<file path="config.mk">
export PLATFORM = sky130hd
export DESIGN_NAME = pipeline_exec_ctrl
export DESIGN_NICKNAME = d
export VERILOG_FILES = /design/src/rtl/pipeline_exec_ctrl.sv
export SDC_FILE = /design/constraint.sdc
export NUM_CORES = 1
export LEC_CHECK = 0
export ABC_AREA = 1
export CAP_MARGIN = 15
export CELL_PAD_IN_SITES_DETAIL_PLACEMENT = 1
export CELL_PAD_IN_SITES_GLOBAL_PLACEMENT = 1
export CORE_MARGIN = 2
export CORE_UTILIZATION = 37
export CTS_CLUSTER_DIAMETER = 150
export DETAILED_ROUTE_END_ITERATION = 10
export HOLD_SLACK_MARGIN = 0.02
export PLACE_DENSITY_LB_ADDON = 0.25
export SETUP_SLACK_MARGIN = 0.1
export SYNTH_ARGS = -nofsm -noshare
export SYNTH_HDL_FRONTEND = slang
export SYNTH_SLANG_ARGS = --single-unit
</file>
<file path="constraint.sdc">
create_clock -name i_clk -period 2.4 [get_ports i_clk]
set_clock_uncertainty 0.15 [all_clocks]
set_input_delay 0.48 -clock i_clk [delete_from_list [all_inputs] [get_ports i_clk]]
set_output_delay 0.48 -clock i_clk [all_outputs]
set_load 0.005 [all_outputs]
</file>
<file path="src/rtl/pipeline_exec_ctrl.sv">
// ============================================================================
// Module   : pipeline_exec_ctrl
// Brief    : Debug-unit execution controller: run/step/stop sequencing of the
//            MIPS pipeline stage enable, halt detection, enabled-cycle counter.
// Revision : 1.0 - initial release
// ============================================================================
`default_nettype none

module pipeline_exec_ctrl #(
  parameter int NB_CMD    = 2,
  parameter int NB_CYCLES = 32,
  parameter int NB_STATE  = 2
) (
  input  logic                 i_clk,
  input  logic                 i_reset,
  input  logic                 i_cmd_valid,
  input  logic [NB_CMD-1:0]    i_cmd,
  output logic                 o_cmd_ready,
  input  logic                 i_halt_wb,
  input  logic                 i_cnt_clr,
  output logic                 o_dunit_clk_en,
  output logic                 o_done,
  output logic                 o_halted,
  output logic                 o_cmd_err,
  output logic [NB_STATE-1:0]  o_state,
  output logic [NB_CYCLES-1:0] o_cycle_cnt
);

  localparam logic [NB_CMD-1:0]    c_CMD_RUN  = NB_CMD'(1);
  localparam logic [NB_CMD-1:0]    c_CMD_STEP = NB_CMD'(2);
  localparam logic [NB_CMD-1:0]    c_CMD_STOP = NB_CMD'(3);
  localparam logic [NB_CYCLES-1:0] c_CNT_MAX  = {NB_CYCLES{1'b1}};

  typedef enum logic [1:0] {
    ST_IDLE   = 2'b00,
    ST_RUN    = 2'b01,
    ST_STEP   = 2'b10,
    ST_HALTED = 2'b11
  } state_t;

  state_t                r_state;
  state_t                w_state_nxt;
  logic                  r_done;
  logic                  r_err;
  logic                  w_done_nxt;
  logic                  w_err_nxt;
  logic                  w_accept;
  logic                  w_cmd_run_or_step;
  logic                  w_en;
  logic [NB_CYCLES-1:0]  r_cnt;

  // Enable and ready are decoded from registered state, but reset masks them
  // at once so a mid-run reset freezes the pipeline in the same cycle.
  assign w_en        = ((r_state == ST_RUN) || (r_state == ST_STEP)) && !i_reset;
  assign o_cmd_ready = (r_state != ST_STEP) && !i_reset;
  assign w_accept    = i_cmd_valid && o_cmd_ready;
  assign w_cmd_run_or_step = (i_cmd == c_CMD_RUN) || (i_cmd == c_CMD_STEP);

  always_comb begin
    w_state_nxt = r_state;
    w_done_nxt  = 1'b0;
    w_err_nxt   = 1'b0;
    case (r_state)
      ST_IDLE: begin
        if (w_accept && (i_cmd == c_CMD_RUN))  w_state_nxt = ST_RUN;
        if (w_accept && (i_cmd == c_CMD_STEP)) w_state_nxt = ST_STEP;
      end
      ST_RUN: begin
        // A retiring HALT takes priority and silently consumes any command.
        if (i_halt_wb) begin
          w_state_nxt = ST_HALTED;
          w_done_nxt  = 1'b1;
        end else if (w_accept && (i_cmd == c_CMD_STOP)) begin
          w_state_nxt = ST_IDLE;
        end else if (w_accept && w_cmd_run_or_step) begin
          w_err_nxt = 1'b1;
        end
      end
      ST_STEP: begin
        w_state_nxt = i_halt_wb ? ST_HALTED : ST_IDLE;
        w_done_nxt  = 1'b1;
      end
      ST_HALTED: begin
        if (w_accept && (i_cmd == c_CMD_STOP))      w_state_nxt = ST_IDLE;
        else if (w_accept && w_cmd_run_or_step)     w_err_nxt   = 1'b1;
      end
      default: w_state_nxt = ST_IDLE;
    endcase
  end

  always_ff @(posedge i_clk) begin
    if (i_reset) begin
      r_state <= ST_IDLE;
      r_done  <= 1'b0;
      r_err   <= 1'b0;
    end else begin
      r_state <= w_state_nxt;
      r_done  <= w_done_nxt;
      r_err   <= w_err_nxt;
    end
  end

  always_ff @(posedge i_clk) begin
    if (i_reset || i_cnt_clr) begin
      r_cnt <= '0;
    end else if (w_en && (r_cnt != c_CNT_MAX)) begin
      r_cnt <= r_cnt + 1'b1;
    end
  end

  assign o_dunit_clk_en = w_en;
  assign o_done         = r_done;
  assign o_cmd_err      = r_err;
  assign o_halted       = (r_state == ST_HALTED);
  assign o_state        = NB_STATE'(r_state);
  assign o_cycle_cnt    = r_cnt;

endmodule

`default_nettype wire

</file>
Word level (Yosys, flattened, before mapping). Cells that the tools add are included.

Register bits after elaboration: 36. Word-level logic and storage cells: 39.

Reduce and logical (&&, ||, !) cells: 13. Add/sub/neg operators: 1. Equality and inequality tests: 9. Mux-type cells: 12.

Operators with widths (count): $add 32x1->32 const B (1); $ne 32x32->1 const B (1); $mux 2 (5); $eq 2x2->1 const B (4); $logic_and 1x1->1 (8); $pmux 2 s4 (1); $eq 2x1->1 const B (2); $mux 1 (4); $pmux 1 s2 (2); $logic_or 1x1->1 (3); $ne 3x3->1 const B (1); $logic_not 2->1 (1); $ne 2x2->1 const B (1); $logic_not 1->1 (1).

Longest topological paths before layout. Gate-level depths: netlist (run 1).

Depth in word-level cells: 8. Mapped depth: 11. Mapped depth without buffers: 10.

Worst setup path before layout (run 1). No wires, ideal clock.

Kind: register to register. Start: reg r_cnt[0] (netlist: o_cycle_cnt[0]). End: reg r_cnt[11] (netlist: o_cycle_cnt[11]). Arrival: 1628 ps. Path slack: 478 ps. Buffers on the path: 1. Stages on the path, launching flop included: 12. Clock period less this slack: 1922 ps. Library setup time: 143 ps. Required time: 2107 ps. Path through: dfxtp_1 > ha_1 > inv_1 > nor2_4 > nand2_2 > nor2_4 > nand2_4 > nand2_8 > inv_4 > buf_6 > nand2_1 > a21oi_2.

Longest elaborated chain between the ends: 2.

Ends and longest elaborated chain: start, declared (line 50) `logic [NB_CYCLES-1:0] r_cnt;`; start signal, assigned (line 107) `r_cnt <= r_cnt + 1'b1;`; branches (longest 2 deep; another with $add 32x1->32).

Several ways; the timed one is not identified. A chain may end at the register's enable or synchronous reset.

Worst setup path after layout (run 1).
Start: reg r_state[0] (netlist: o_state[0]). End: out o_halted.

Longest elaborated chain between the ends: 1.

Ends and longest elaborated chain: start, declared (line 41) `state_t r_state;`; start signal, assigned (line 97) `r_state <= w_state_nxt;`; $eq 2x2->1 (line 114) `assign o_halted = (r_state == ST_HALTED);`; end, declared (line 23) `output logic o_halted,`.

No other way between the ends.

==> reports/results.txt, run 1 <==
In this run the critical register-to-register path is launched from o_cycle_cnt[1]. Arrival time of the worst setup path: 1510 ps. The floorplan step defined a die boundary enclosing 7640 sq um. For the setup TNS after final layout, the log shows 0 ps. The standard cell with the maximum stage delay on the critical path was sky130_fd_sc_hd__clkdlybuf4s50_1.

The synthesized netlist contains 27 unique library cells. Across the run, the number of max-cap violations was 0. The library cell used most frequently in the layout, excluding fill and tap cells, is sky130_fd_sc_hd__nand2_1.

The worst reg-to-reg path cell count is 10, and the total nets after synthesis is 419. The via count of the first global-routing pass is 2672. Along the worst path, the maximum fanout reaches 5. In this run the clock root is driven by a sky130_fd_sc_hd__clkbuf_8.

The final routed wire length divided by cell count is 14.3 um. STA classifies the critical path startpoint as a register. In this run the cell area of the synthesized design comes to 2570 sq um. Global routing used 21.9% of the available tracks. For this design, the CTS-stage hold fixing added 0 buffers. The mean post-synth cell area came out at 6.39 sq um. The final hold violation count came out at 0. TritonCTS built the clock tree. In this run the worst hold path is classified as reg2reg. The site row count was 30.

The critical path buffer and inverter count is 2, and the worst hold margin is 391 ps. The run gives 6760 sq um as the placeable core region. For the worst setup path, the data required time is 1770 ps. In this run the power density over the cells is 510 nW/um^2. The post-route fraction of the period consumed by the critical path came out at 89.1%. The classification of the worst setup path is reg2out.

By area the synthesized netlist is led by sky130_fd_sc_hd__dfxtp_1, sky130_fd_sc_hd__nand2_1, sky130_fd_sc_hd__nor2_1, sky130_fd_sc_hd__a21oi_2, sky130_fd_sc_hd__inv_1. In this run the critical register-to-register path is captured at o_cycle_cnt[10]. Counting buffers and inverters, the worst setup path is 3 cells deep. After clock tree synthesis, the clock-pin slew on the worst setup and hold paths is 90 ps. Before antenna repair, the detailed router went through 4 iterations.

For this configuration, the core starts out at a cell density of 38.1%. The routed via count divided by cell count was 4.94; the number of antenna cells inserted was 0. CTS built an H-tree with a depth of 2. The run gives 119 ps as the worst slack at placement. Setup repair after global routing left no endpoint under its margin.

The clock passes through at most 2 buffers. The maximum number of pins on one net before global-route repair came out at 28. Number of pins exceeding their max-slew limit in the final report: 0.

Routability-driven placement finished with a final weighted congestion of 0.866. The wire length of the first global-routing pass was 13100 um; the initial antenna violation count was 0. HPWL after detailed placement: 6110 um.

Leaving out fill and tap cells, the most frequent cells in the layout are sky130_fd_sc_hd__nand2_1, sky130_fd_sc_hd__nor2_1, sky130_fd_sc_hd__clkdlybuf4s50_1. The dominant delay contributor by cell family on the critical path was buffers and inverters. The count of cells in the finished layout, fillers not included, comes to 541.

The most critical setup path has its endpoint at o_halted. Counting the buffers created by CTS gives 5. At the pin with the least slew margin, the transition time is 455 ps. The flow ran to the end, and the final reports show no timing, DRC or antenna violations. The highest attainable clock frequency is 0.468 GHz, and the top cell type's share of synthesized area is 28.0%. Counting every instance in the synthesized netlist gives 403.

For this run, the slowest stage of the critical path takes 520 ps. The final critical-path required period was 2140 ps; the total number of clock tree sinks was 36. The logs give 28.0% for the part of the Yosys area used for sequential elements and 300 ps for the insertion delay of the later-clocked pin in the worst-skew pair. The count of nets left with antenna violations once routing finished came out at 0. The number of synthesized register bits was 36. 46 I/O pins were placed. The final layout contains 476 nets. Port buffering added 45 buffers.

IR analysis of the VDD net gives a maximum drop of 0.482 mV. From bottom edge to top edge, the die measures 87.4 um. The remaining global-route overflow is 0.

For the worst relative slew slack, the log shows 69.7%. The proportion of layout cells with a drive suffix above 1 works out to 15.6%. The tools report the initial detailed-routing violation count as 75. The worst setup path is captured at a primary output. Summed over all instances, the cell type with the most area after synthesis is sky130_fd_sc_hd__dfxtp_1. The worst path meets setup with 261 ps of slack.

Across all register-to-register paths, the minimum setup slack is 290 ps. Tracing the worst setup path back leads to its startpoint at o_state[0]. Setup violations remaining at the end of the flow were counted as 0. Counting tap cells, the placed design contains a total of 531 instances. The relative area change from synthesis to final layout works out to 26.5%. Number of synthesis warnings: 0. The routed layout has 2674 vias. The total wirelength of the detailed-routed design is 7730 um.

Summed over all cells, the static leakage comes to 1.12 nW. Die width: 87.4 um. Walking the worst path, the cells encountered are buf_4 > ha_1 > clkdlybuf4s50_1.

At the end of the flow the core is filled with cells to 48.2%. The total DRC errors in the routed layout is 0.
==> where the power goes <==
part / switching (W) / internal (W)
Combinational: 0.000339 / 0.000204
Sequential: 0.0000144 / 0.000624
Clock: 0.000247 / 0.000233
Total: 0.000600 / 0.00106
==> registers in the layout, summed over array words and instances, names as in the netlist <==
name and cells:
o_cmd_err 1, o_state 2, o_cycle_cnt 32, o_done 1
==> Yosys cell counts (all sizes together) <==
cell and number:
buf 5, xnor2 4, ha 9, nor3 3
dfxtp 36, xor2 8, nand3 19, nor2 69
o211a 1, o21bai 2, inv 38, nand4 4
clkbuf 2, nand2 164, o21ai 10, a21oi 28
nor3b 1
==> worst register-to-register path: stages, from the launching register on <==
cell                      delay (ps)
sky130_fd_sc_hd__dfxtp_1         420
sky130_fd_sc_hd__ha_2            250
sky130_fd_sc_hd__inv_1            80
sky130_fd_sc_hd__nor2_4          160
sky130_fd_sc_hd__nand2_2         120
sky130_fd_sc_hd__nor2_4          200
sky130_fd_sc_hd__nand2_4         120
sky130_fd_sc_hd__nand2_8         130
sky130_fd_sc_hd__buf_12          180
sky130_fd_sc_hd__nand2_1         100
sky130_fd_sc_hd__a21oi_2         140
==> timing repair <==
action,CTS,global route
cloned,0,0
endpoints found under the setup margin,2,2
buffers inserted,2,0
resized for setup,6,2
==> cells by family after synthesis <==
kind of cell	after synthesis	synth area share, %
xor+xnor	12	4.08
compound gates	41	12.0
simple gates	260	42.8
fa+ha+maj	9	4.38
flops	36	28.0
buf+inv	45	8.75
==> cell type report <==
| class | count | area, sq um |
|---|---|---|
| fillers | 909 | 3500 |
| multi-input cells | 322 | 1630 |
| flip-flops and latches | 36 | 728 |
| repair buffers | 57 | 554 |
| inverters | 38 | 145 |
| well taps | 80 | 100 |
| clock buffers | 6 | 82.6 |
| clock inverters | 2 | 15.0 |
==> metal layers <==
layer | wire [um] | track usage, % | part of all wire (%)
met1 | 3760 | 28.7 | 49
met2 | 3680 | 38.1 | 48
met3 | 217 | 3.03 | 2.8
met4 | 71 | 4.76 | 0.92
met5 | 0 | 0 | 0
==> worst min path at each step <==
| stage | depth (start not counted) | slack, ps | end | from |
|---|---|---|---|---|
| floorplan | 2 | 360 | o_cycle_cnt[30] | o_cycle_cnt[30] |
| global placement | 2 | 360 | o_cycle_cnt[30] | o_cycle_cnt[30] |
| detailed placement | 2 | 380 | o_cycle_cnt[31] | o_cycle_cnt[31] |
| CTS | 2 | 400 | o_cycle_cnt[30] | o_cycle_cnt[30] |
| global route | 2 | 420 | o_cycle_cnt[23] | o_cycle_cnt[23] |
| finish | 2 | 390 | o_cycle_cnt[5] | o_cycle_cnt[5] |
==> metrics by stage <==
stage,cell area [sq um],power [W]
floorplan,2570,0.00104
global placement,3130,0.00116
detailed placement,3130,0.00118
CTS,3250,0.00168
global route,3260,0.00178
finish,3260,0.00166
(Power assumes the default switching activity.)
==> inputs of run 2 (changes only) <==
--- a/config.mk
+++ b/config.mk
@@ -6,7 +6,7 @@
 export NUM_CORES = 1
 export LEC_CHECK = 0
 export ABC_AREA = 1
-export CAP_MARGIN = 15
+export CAP_MARGIN = 10
 export CELL_PAD_IN_SITES_DETAIL_PLACEMENT = 1
 export CELL_PAD_IN_SITES_GLOBAL_PLACEMENT = 1
 export CORE_MARGIN = 2
==> results of run 2 <==
The final DEF is identical to that of run 1; final timing and power are the same.
==> inputs of run 3 (changes only) <==
--- a/config.mk
+++ b/config.mk
@@ -14,6 +14,7 @@
 export CTS_CLUSTER_DIAMETER = 150
 export DETAILED_ROUTE_END_ITERATION = 10
 export HOLD_SLACK_MARGIN = 0.02
+export MAX_ROUTING_LAYER = met4
 export PLACE_DENSITY_LB_ADDON = 0.25
 export SETUP_SLACK_MARGIN = 0.1
 export SYNTH_ARGS = -nofsm -noshare
==> run 3 against run 2 <==
Effect of this change:
- hold slack better by 1.9 ps
- via count hardly changed
- sequential cell count stayed put
- fmax hardly changed
- cell count stayed put
- register-to-register slack hardly changed
- design area stayed put
- combinational power hardly changed
- critical path depth stayed put
- largest cell class unchanged
==> reports/results.txt, run 3 (synthesis gave the netlist of run 1 again) <==
The worst hold path begins at o_cycle_cnt[15]. Beginning of the critical path: o_state[0]. 46 I/O pins were placed.

The maximum number of buffers from clock root to sink came out at 2. The pre-antenna-repair detailed-routing pass consisted of 4 iterations. The number of cells on the worst reg-to-reg path is 10.

The initial antenna violation count is 0, and the instance count on the critical path is 3. Using the TritonRoute via totals, the vias-per-cell ratio works out to 4.95. The initialized floorplan defines 30 standard-cell rows. For the required arrival time at the worst endpoint, the log shows 1770 ps. Detailed placement finished with a half-perimeter wire length of 6110 um.

The worst path in the final design needs a cycle of 2140 ps, including I/O delays and setup. For this run, the top clock speed supported by timing is 0.468 GHz. Together, buffers and inverters on the worst path number 2. The worst hold margin is 393 ps.

The critical path ends at o_halted. The total number of clock tree sinks came out at 36. Leaving out fill and tap cells, the most frequent cells in the layout are sky130_fd_sc_hd__nand2_1, sky130_fd_sc_hd__nor2_1, sky130_fd_sc_hd__clkdlybuf4s50_1. CTS built an H-tree with a depth of 2.

The via count of the first global-routing pass was 2672; the maximum number of pins on one net before global-route repair was 28. The most frequent standard cell in the layout excluding fill and tap cells is sky130_fd_sc_hd__nand2_1. At the end of routability-driven placement, the weighted congestion stood at 0.880. Setup repair after global routing left no endpoint under its margin. The endpoint class of the critical path was a primary output. Headroom to the max-slew limit came out at 70.1%.

The height of the chip came out at 87.4 um. Across the VDD grid, the largest voltage drop is 0.481 mV. The flip-flop count of the largest register, all copies and words added was 32; the insertion delay of the later-clocked pin in the worst-skew pair was 300 ps. Relative area change from synthesis to final layout: 26.5%.

The critical path in this run is classified as reg2out. The repair_antennas step left the layout with diodes totalling 0. The total global-route track usage was 22.6%. The total overflow left after global routing is 0. The post-route fraction of the period consumed by the critical path was 89.1%; the number of nets in the layout was 476.

The kind of cell with the highest combined delay along the critical path is buffers and inverters. The worst setup path is launched from a register. The run gives 2676 as the total vias in the final route. The endpoint identified for the worst register-to-register timing path is o_cycle_cnt[10]. In this run the worst path has a maximum fanout of 5.

Proportion of layout cells with a drive suffix above 1: 15.6%. The critical path goes through buf_4 > ha_1 > clkdlybuf4s50_1. TritonCTS built the clock tree. Buffers placed on the I/O ports in this run total 45. The measured slew at the worst slew-check pin is 448 ps, and the total setup violations reported at the end of the flow is 0. The stage delay of the slowest cell on the critical path works out to 520 ps. The root buffer cell chosen for the clock tree is sky130_fd_sc_hd__clkbuf_8.

After detailed routing, the number of remaining DRC violations is 0. The worst register-to-register path has a setup slack of 290 ps. The largest individual stage delay along the critical path comes from the cell sky130_fd_sc_hd__clkdlybuf4s50_1. For this configuration, the core starts out at a cell density of 38.1%. For the TritonCTS buffer count, the log shows 5. The first global-routing pass estimated 13100 um of wire.

The final routed wire length divided by cell count came out at 14.2 um. The startpoint identified for the worst register-to-register timing path is o_cycle_cnt[1]. For the worst setup path, the data arrival time is 1510 ps.

Worst min-delay path class: reg2reg. The region available for standard cell placement spans 6760 sq um. In this run the power density over the cells is 509 nW/um^2.

Across the run, the number of max-cap violations was 0. The number of pins exceeding their max-slew limit in the final report is 0, and the reported leakage power is 1.12 nW. Measured along the x axis, the die boundary spans 87.4 um. The final hold violation count is 0, and the area enclosed by the die boundary is 7640 sq um. Clock-pin slew was measured on the worst setup and hold paths at 90 ps. The run finished with clean final reports. Adding up every negative setup slack in the final design gives 0 ps. After detailed routing, the total wire length is 7710 um. In this run the remaining antenna-violating nets after routing total 0. For this block, the initial DRC count from the detailed router was 77. The number of fillers in the final layout is 909.
## run 3: cell counts in the layout (fill, tap and decap cells not counted)
No cell type changed its count.
## run 3: how the worst min path moves through the flow
stage	to	cells after the start	slack, ps
after detailed placement	o_cycle_cnt[31]	2	380
final	o_cycle_cnt[15]	2	390
after global routing	o_cycle_cnt[23]	2	420
after global placement	o_cycle_cnt[30]	2	360
after CTS	o_cycle_cnt[30]	2	400
after floorplan	o_cycle_cnt[30]	2	360
## run 3: worst min-delay path, delay by kind of cell, from the launching register on
family / cells / cell delay (ps)
compound gates: 1 / 50
simple gates: 1 / 90
flops: 1 / 360
## run 3: what timing repair did
action                                  in CTS  in global routing
hold buffers                                 0                  0
gates resized for setup                      6                  2
endpoints found under the setup margin       2                  2
setup buffers                                2                  0
endpoints found under the hold margin        0                  0
## run 3: power breakdown
| part | switching [W] | internal (W) |
|---|---|---|
| combinational | 0.000337 | 0.000204 |
| clock | 0.000246 | 0.000233 |
| sequential | 0.0000145 | 0.000624 |
## run 3: cell type report
cell class                      instances  area [sq um]  area share (%)
Inverter                               38           145            4.46
Sequential cell                        36           728            22.4
Clock buffer                            6          82.6            2.54
Multi-Input combinational cell        322          1630            50.1
Tap cell                               80           100            3.07
Timing Repair Buffer                   57           554            17.0
Clock inverter                          2          15.0           0.461
## run 3: metal layers
metal  vias up  global-route usage (%)  part of all wire, %  wire [um]
met3         9                    2.94                  2.6        203
met4         0                    4.76                 0.90         69
met1      1254                    28.8                   49       3740
met5         -                       -                    0          0
li1       1373                       -                    -          -
met2        40                    38.0                   48       3690
## run 3: per-stage QoR
stage               util [%]  instances  worst slack (ps)  cell area, sq um  total power [W]
floorplan                  -        403               478              2570          0.00104
global placement        46.4        531               136              3130          0.00116
finish                  48.2        541               262              3260          0.00166
detailed placement      46.4        531               119              3130          0.00118
global route            48.2        541               120              3260          0.00178
CTS                     48.1        541               128              3250          0.00168
==> patch: new RTL, config.mk and constraints of run 3 <==
Reset style: asynchronous (`i_reset`), changed in one clocked block.
--- a/src/rtl/pipeline_exec_ctrl.sv
+++ b/src/rtl/pipeline_exec_ctrl.sv
@@ -90,3 +90,3 @@
 
-  always_ff @(posedge i_clk) begin
+  always_ff @(posedge i_clk or posedge i_reset) begin
     if (i_reset) begin
Behaviour: differs if i_reset is asserted again (counterexample within 4 cycles, from zero or initial values and one cycle with i_reset high); with i_reset held inactive, the same outputs for 10 cycles.
==> patch against run 3 <==
  * Sequential share of layout area up 1.2 points
  * The run now ends with DRC left
  * Synthesized area is 3.9% lower
  * Clock power fell by 2%
  * Combinational power increased by 11%
  * Total power up 3.2%
  * Critical path type unchanged
  * Via count fell by 0.45%
  * Sequential cell count did not move
  * Synthesized cell count fell by 3.0%
  * Routed wire length grew 0.80%
  * First-iteration DRC count increased by 52%
  * Cell area decreased by 3.3%
  * Worst setup slack got worse by 0.0017 ns
==> patch: results <==
[clock_network]
path_clk_slew_ns = 0.08
cts_made_buffers = 5
cts-root-buf = "clkbuf_8"
clkLatencyLatePin_ns = 0.29

[status]
violations = "DRC"
status = "finished, violations left"

[global_routing]
grt_max_degree = 26
grt_usage = 0.226
grt_pass1_vias = 2748
grt_pass1_wl_um = 13000
antenna_found_initial = 0

[yosys]
yosysSeqAreaShare = 0.299
synth_area_leaders = "dfxtp_1, nand2_1, nor2_1"
synth.distinct_cells = 28
async_reset_ff_frac = 0.111
synthesis.nets = 407
yosys_most_used_dff = "dfxtp_1"
synth_common_cells = "nand2_1, nor2_1, inv_1, dfxtp_1, a21oi_1"

[power_and_ir_drop]
ir_worst_vdd_mv = 0.413
netSwitchingPower_uw = 631
p_leak_nw = 1.21

[worst_setup_path]
crit_path_top_delay_cell = "clkdlybuf4s50_1"
critPathMaxStageDelay_ns = 0.45
crit_path_max_fanout = 4
ff2ff_path_depth = 8
endpoint = "o_halted"
r2r-end = "o_state[1]"
r2r-start = "o_state[1]"
ff2ff_setup_slack_ns = 0.29
cp-startpoint = "o_state[0]"

[placed_design]
port_buffers = 45
place.gp.congestion = 0.876
place_area_sq_um = 3040
post-dp-hpwl_um = 5970

[cells_and_area]
final_nets = 464
post-route-util = 0.490
fill_cells = 872
diodes = 0
final_layout_size_suffix_gt1_frac = 0.100
largest_reg_flops = 32

[route]
dr.first_iter.drc_count = 117
wirelength_um = 7770
first_pass_iters = 7
viasPerCell = 5.06
drc = 1

[sta]
relSlewSlack = 0.647

[min_path]
hp-class = "in2async"
==> patch: through the flow <==
| step | std cells | hold slack [ns] | total power, mW | worst slack [ns] |
|---|---|---|---|---|
| after CTS | 526 | 0.347 | 1.73 | 0.113 |
| after detailed placement | 516 | 0.369 | 1.24 | 0.0752 |
| after floorplan | 391 | 0.0961 | 1.06 | 0.464 |
| after global placement | 516 | 0.362 | 1.22 | 0.108 |
| final | 526 | 0.364 | 1.71 | 0.260 |
| after global routing | 526 | 0.403 | 1.83 | 0.0994 |
==> patch: power by group through the flow <==
stage / Combinational, mW / Sequential [mW] / Clock, mW
floorplan: 0.390 / 0.666 / 0
global placement: 0.552 / 0.663 / 0
detailed placement: 0.571 / 0.664 / 0
CTS: 0.604 / 0.640 / 0.485
global route: 0.672 / 0.644 / 0.512
finish: 0.601 / 0.640 / 0.469
==> patch: cell type report <==
type,count,share of cell area
clock buffers,6,0.0262
clock inverters,2,0.00318
inverters,36,0.0437
multi-input cells,312,0.489
flip-flops and latches,36,0.235
well taps,77,0.0306
repair buffers,57,0.172
==> patch: repair_timing <==
| item | in CTS | in global routing |
|---|---|---|
| setup endpoints to repair | 2 | 26 |
| setup buffers | 2 | 0 |
| gates cloned | 0 | 0 |
| gates resized for setup | 1 | 3 |
==> patch: how the worst min path moves through the flow <==
stage | to | cells after the start
2_1_floorplan | o_cmd_err | 1
3_3_place_gp | o_cycle_cnt[30] | 2
3_5_place_dp | o_cycle_cnt[30] | 2
4_1_cts | o_state[0] | 2
5_1_grt | o_state[0] | 2
6_report | o_state[0] | 2
==> patch: metal layers <==
| metal | share of wire | track usage | routed length [um] |
|---|---|---|---|
| met5 | 0 | - | 0 |
| met4 | 0.0085 | 0.0404 | 66 |
| met3 | 0.028 | 0.0327 | 214 |
| met2 | 0.50 | 0.401 | 3900 |
| met1 | 0.46 | 0.274 | 3590 |
==> patch: cells by family (layout without fill, tap and decap cells) <==
| family | after synthesis | count (layout) | share of synthesized area |
|---|---|---|---|
| and+or+nand+nor | 254 | 254 | 0.437 |
| buffers and inverters | 43 | 101 | 0.0789 |
| DFF | 36 | 36 | 0.299 |
| AOI/OAI and AO/OA | 34 | 34 | 0.0860 |
| xor gates and xnor gates | 15 | 15 | 0.0531 |
| adders and majority gates | 9 | 9 | 0.0455 |
